`src/rtl/pong_engine.sv`:
```
// pong_engine: two-paddle pong engine; ball, paddles, scores and serve/play/game-over
// sequencing advance once per rising edge of frame_start.
module pong_engine #(
  parameter int H_RES        = 640,
  parameter int V_RES        = 480,
  parameter int BALL_SIZE    = 8,
  parameter int PADDLE_W     = 8,
  parameter int PADDLE_H     = 64,
  parameter int BALL_SPEED   = 2,
  parameter int PADDLE_SPEED = 3,
  parameter int SERVE_FRAMES = 60,
  parameter int WIN_SCORE    = 9,
  parameter int SCORE_W      = 4
) (
  input  logic               clk,
  input  logic               reset_n,
  input  logic               frame_start,
  input  logic [1:0]         mode,
  input  logic [1:0]         btn_up,
  input  logic [1:0]         btn_down,
  input  logic               restart,
  output logic [9:0]         ball_x,
  output logic [9:0]         ball_y,
  output logic [9:0]         paddle_l_y,
  output logic [9:0]         paddle_r_y,
  output logic [SCORE_W-1:0] score_l,
  output logic [SCORE_W-1:0] score_r,
  output logic [1:0]         state,
  output logic               game_over
);
  typedef enum logic [1:0] {SERVE = 2'd0, PLAY = 2'd1, OVER = 2'd2} state_t;
  localparam logic signed [10:0] CX   = 11'(H_RES / 2);
  localparam logic signed [10:0] CY   = 11'(V_RES / 2);
  localparam logic signed [10:0] P0   = 11'((V_RES - PADDLE_H) / 2);
  localparam logic signed [10:0] PMAX = 11'(V_RES - PADDLE_H);
  localparam logic signed [10:0] YMAX = 11'(V_RES - BALL_SIZE);
  localparam logic signed [10:0] RLIM = 11'(H_RES - PADDLE_W - BALL_SIZE);
  localparam logic signed [10:0] LLIM = 11'(PADDLE_W);
  localparam logic signed [10:0] BSZ  = 11'(BALL_SIZE);
  localparam logic signed [10:0] PH   = 11'(PADDLE_H);
  localparam logic signed [10:0] BS   = 11'(BALL_SPEED);
  localparam logic signed [10:0] PS   = 11'(PADDLE_SPEED);
  localparam logic signed [10:0] AOFF = 11'(BALL_SIZE / 2 - PADDLE_H / 2);
  localparam logic [15:0]        SF   = 16'(SERVE_FRAMES);
  localparam logic [SCORE_W-1:0] WIN  = SCORE_W'(WIN_SCORE);
  state_t r_state, w_state;
  logic [1:0] r_sync;
  logic r_fs, r_go, r_dxn, r_dyn, w_dxn, w_dyn, w_tick, w_dyn_v, w_hit_l, w_hit_r;
  logic [15:0] r_cnt, w_cnt;
  logic signed [10:0] r_bx, r_by, r_pl, r_pr, w_bx, w_by, w_pl, w_pr;
  logic signed [10:0] w_nx, w_ny, w_y, w_pl_n, w_pr_n;
  logic [SCORE_W-1:0] r_sl, r_sr, w_sl, w_sr;
  function automatic logic signed [10:0] f_pad(input logic signed [10:0] py, by,
                                               input logic man, up, dn);
    logic signed [10:0] d, s, n;
    d = by + AOFF - py;
    s = man ? ((up && !dn) ? -PS : (dn && !up) ? PS : 11'sd0)
            : (d > PS ? PS : d < -PS ? -PS : d);
    n = py + s;
    return n < 11'sd0 ? 11'sd0 : n > PMAX ? PMAX : n;
  endfunction
  always_ff @(posedge clk or negedge reset_n)
    if (!reset_n) begin
      r_sync  <= '0;
      r_fs    <= 1'b0;
      r_state <= SERVE;
      r_go    <= 1'b0;
      r_cnt   <= SF;
      r_bx    <= CX;
      r_by    <= CY;
      r_pl    <= P0;
      r_pr    <= P0;
      r_dxn   <= 1'b0;
      r_dyn   <= 1'b0;
      r_sl    <= '0;
      r_sr    <= '0;
    end else begin
      r_sync  <= {r_sync[0], 1'b1};
      r_fs    <= frame_start;
      r_state <= w_state;
      r_go    <= w_state == OVER;
      r_cnt   <= w_cnt;
      r_bx    <= w_bx;
      r_by    <= w_by;
      r_pl    <= w_pl;
      r_pr    <= w_pr;
      r_dxn   <= w_dxn;
      r_dyn   <= w_dyn;
      r_sl    <= w_sl;
      r_sr    <= w_sr;
    end
  // ticks are ignored until the synchronised reset release has propagated
  always_comb begin
    w_tick  = frame_start && !r_fs && r_sync[1];
    w_state = r_state;
    w_cnt   = r_cnt;
    w_bx    = r_bx;
    w_by    = r_by;
    w_pl    = r_pl;
    w_pr    = r_pr;
    w_dxn   = r_dxn;
    w_dyn   = r_dyn;
    w_sl    = r_sl;
    w_sr    = r_sr;
    w_pl_n  = f_pad(r_pl, r_by, mode[0], btn_up[0], btn_down[0]);
    w_pr_n  = f_pad(r_pr, r_by, mode[1], btn_up[1], btn_down[1]);
    w_ny    = r_dyn ? r_by - BS : r_by + BS;
    w_nx    = r_dxn ? r_bx - BS : r_bx + BS;
    w_y     = w_ny >= YMAX ? YMAX : w_ny <= 11'sd0 ? 11'sd0 : w_ny;
    w_dyn_v = w_ny >= YMAX ? 1'b1 : w_ny <= 11'sd0 ? 1'b0 : r_dyn;
    w_hit_l = (w_ny + BSZ > w_pl_n) && (w_ny < w_pl_n + PH);
    w_hit_r = (w_ny + BSZ > w_pr_n) && (w_ny < w_pr_n + PH);
    if (w_tick) begin
      if (r_state == SERVE) begin
        w_pl    = w_pl_n;
        w_pr    = w_pr_n;
        w_cnt   = r_cnt == 16'd0 ? 16'd0 : r_cnt - 16'd1;
        w_state = r_cnt <= 16'd1 ? PLAY : SERVE;
      end else if (r_state == PLAY) begin
        w_pl  = w_pl_n;
        w_pr  = w_pr_n;
        w_by  = w_y;
        w_dyn = w_dyn_v;
        w_bx  = w_nx;
        if (!r_dxn && w_nx >= RLIM) begin
          w_bx  = w_hit_r ? RLIM : CX;
          w_dxn = w_hit_r;
          w_by  = w_hit_r ? w_y : CY;
          w_sl  = w_hit_r ? r_sl : r_sl + SCORE_W'(1);
        end else if (r_dxn && w_nx <= LLIM) begin
          w_bx  = w_hit_l ? LLIM : CX;
          w_dxn = !w_hit_l;
          w_by  = w_hit_l ? w_y : CY;
          w_sr  = w_hit_l ? r_sr : r_sr + SCORE_W'(1);
        end
        if (w_sl != r_sl || w_sr != r_sr) begin
          w_cnt   = SF;
          w_state = (w_sl == WIN || w_sr == WIN) ? OVER : SERVE;
        end
      end else if (restart) begin
        w_sl    = '0;
        w_sr    = '0;
        w_cnt   = SF;
        w_state = SERVE;
      end
    end
  end
  assign ball_x     = r_bx[9:0];
  assign ball_y     = r_by[9:0];
  assign paddle_l_y = r_pl[9:0];
  assign paddle_r_y = r_pr[9:0];
  assign score_l    = r_sl;
  assign score_r    = r_sr;
  assign state      = r_state;
  assign game_over  = r_go;
endmodule
```
`config.mk`:
```
export PLATFORM = sky130hd
export DESIGN_NAME = pong_engine
export DESIGN_NICKNAME = d
export VERILOG_FILES = /design/src/rtl/pong_engine.sv
export SDC_FILE = /design/constraint.sdc
export NUM_CORES = 1
export LEC_CHECK = 0
export ABC_AREA = 1
export BUFFER_PORTS_ARGS = -buffer_cell sky130_fd_sc_hd__buf_2
export CAP_MARGIN = 15
export CORE_ASPECT_RATIO = 0.5
export CORE_UTILIZATION = 41
export DETAILED_ROUTE_END_ITERATION = 7
export SETUP_SLACK_MARGIN = 0.5
export SYNTH_ARGS = -nofsm -noshare
export SYNTH_HDL_FRONTEND = slang
export SYNTH_SLANG_ARGS = --single-unit
```
`constraint.sdc`:
```
create_clock -name clk -period 10.5 [get_ports clk]
set_input_delay 2.1 -clock clk [delete_from_list [all_inputs] [get_ports clk]]
set_output_delay 2.1 -clock clk [all_outputs]
set_load 0.03 [all_outputs]
```
==> impl_metrics.tcl <==
set metrics [dict create \
    final_cell_area_um2 9060 \
    synthArstFlopShare_pct 100 \
    post-route-period-util_pct 84.9 \
    avgSynthCellArea_um2 7.17 \
    htreeDepth 3 \
    fin_skew_ps 10.6 \
    clock_sinks 73 \
    tns_ps 0 \
    wire_per_inst_um 14.5 \
    dp_hpwl_mm 17.3 \
    die-area_um2 20900 \
    num_io_pins 61 \
    initial_core_util_pct 42.3 \
    worstSetupPathType "flop to flop" \
    maxSlewHeadroom_pct 31.9 \
    ant_nets 0 \
    drt-total-wl_mm 21.5 \
    grt_max_degree 74 \
    synth_edf_count 0 \
    synth.top_cell.area_share_pct 17.1 \
    synth-simple-area-share_pct 26.2 \
    finalSetupViolCount 0 \
    gr-total-overflow 0 \
    layout_common_cells "225 x nand2_1, 177 x inv_1, 108 x ha_1" \
    path_max_fanout 20 \
    layoutNonFillerInstCount 1476 \
    synth_seq_area_share_pct 22.2 \
    finalMaxSlewViolations 0 \
    rows 36 \
    cts_hold_buffers 0 \
    num_antenna_cells 0 \
    end_kind "flop" \
    dp.cells 1460 \
    arrival_ps 9140 \
    syn-cell-area_um2 8330 \
    drtIter0Drc 523 \
    cp_common_cell "nand2_1" \
    grt_pass1_vias 7076 \
    place_area_um2 8760 \
    post_cts_buffers 0 \
    status "finished, final reports clean" \
    synth_compound_area_share_pct 14.8 \
    yosys.area_share.xor_xnor_pct 7.78 \
    ys.flop_type "dfrtp_1" \
    drive_gt1_share_pct 13.3 \
    cpMaxStageDelayCell "fa_1" \
    synth_area_leaders "dfrtp_1 17%, ha_1 16%, nand2_1 10%" \
    gp_congestion 0.920 \
    antenna_found_initial 0 \
    vias 7456 \
    grt_pass1_wl_mm 35.4 \
    hold_class "flop to flop" \
    cts_tree "yes" \
    maxCapViolCount 0 \
    synth_top_family_by_area "simple AND/OR/NAND/NOR gates" \
    clock_tree.buffer_depth 2 \
    post_drt_via_cell_ratio 5.05 \
    crit_path_start_kind "flop" \
    yosys.area_share.adder_pct 17.7 \
    final_nets 1329 \
    cts_made_buffers 9 \
    synth_cells 1161 \
    cts.repair.resized 0 \
    ys_seq_elements 73 \
    synth_area_leader_cell "dfrtp_1" \
    grt_use_total_pct 21.4 \
    die_h_um 103 \
    io_buffers 59 \
    worst_pin_slew_ps 1020 \
    hold_violations 0 \
    synth.area.mux_share_pct 0 \
    layout_commonest_cell "nand2_1" \
    cp_slowest_stage_delay_ps 400 \
    clkTransAtPathRegs_ps 70 \
    required_ps 10720 \
    clk_latency_ps 350 \
    rsz0062_at_grt "false" \
    yosysWarnings 0 \
    area_delta_synth_final_pct 8.82 \
    firstDrtPassIters 5 \
    clock-root-buffer "clkbuf_16" \
    core-area_um2 19700 \
    ys_types 62 \
    clock.fmax_mhz 112 \
    finalCriticalPeriod_ps 8910 \
    fillCellCount 2010 \
    drc 0 \
    die_w_um 204 \
]
## cell type report
class	instances	area, um2	area share (%)
clock buffer	11	233	2.57
clock inverter	5	63.8	0.704
inverter	189	712	7.85
multi-input combinational	871	5560	61.4
sequential	73	1850	20.4
tap	266	333	3.67
timing repair buffer	61	313	3.45
## kinds of logic (layout without fill, tap and decap cells)
group                    after synthesis  in the layout
AO/OA/AOI/OAI                        213            213
buffers and inverters                223            266
XOR/XNOR                              68             68
adder cells (fa/ha/maj)              114            114
flip-flops                            73             73
other                                  2              8
AND/OR/NAND/NOR                      468            468
## Yosys cell counts, types with 8 or more instances
| master | instances |
|---|---|
| a21oi_1 | 79 |
| buf_4 | 23 |
| clkbuf_1 | 8 |
| dfrtp_1 | 57 |
| dfstp_2 | 16 |
| ha_1 | 108 |
| inv_1 | 177 |
| inv_2 | 9 |
| nand2_1 | 225 |
| nand2_2 | 16 |
| nand3_1 | 48 |
| nand4_1 | 16 |
| nor2_1 | 100 |
| nor3_1 | 14 |
| o21ai_0 | 65 |
| o21ai_1 | 11 |
| o21bai_1 | 10 |
| o22ai_1 | 10 |
| xnor2_1 | 18 |
| xor2_1 | 46 |
## worst paths after layout
check	start	to	slack, ps	cells after the start
worst max-delay path	r_by[0]	r_cnt[8]	1590	56
worst min-delay path	r_sync[0]	r_sync[1]	360	0
worst max register to register	r_by[0]	r_cnt[8]	1590	56
worst min register to register	r_sync[0]	r_sync[1]	360	0
max in group asynchronous	reset_n	r_pl[3]	7900	1
min in group asynchronous	reset_n	r_bx[4]	1890	1
## worst max-delay path, delay by kind of cell, from the launching register on
family                   cells  cell delay, ps
buffers and inverters        7             680
adder cells (fa/ha/maj)      7            2030
XOR/XNOR                     3             470
flip-flops                   1             380
AND/OR/NAND/NOR             25            2830
AO/OA/AOI/OAI               14            2400
## per-stage QoR
step / utilization [%] / hold slack (ps) / setup slack, ps
floorplan: - / 331 / 2670
global placement: 44.5 / 335 / 1930
detailed placement: 44.5 / 348 / 1640
CTS: 46.0 / 363 / 1600
global route: 46.0 / 367 / 577
finish: 46.0 / 356 / 1590
## registers in the layout (all words and copies together), names as in the netlist, 2 cells and up
name,cells
r_cnt,16
r_by,11
r_bx,10
r_pl,10
r_pr,10
score_l,4
score_r,4
r_sync,2
state,2
## layer usage
layer | wire length [um] | up-vias | GRT usage, %
li1 | - | 3879 | -
met1 | 11000 | 3423 | 30.1
met2 | 9270 | 130 | 34.1
met3 | 848 | 24 | 3.63
met4 | 333 | 0 | 5.67
met5 | 0 | - | 0
Power is not shown: default switching activity piles up to over one toggle a cycle in this logic, so the estimate is an artifact.
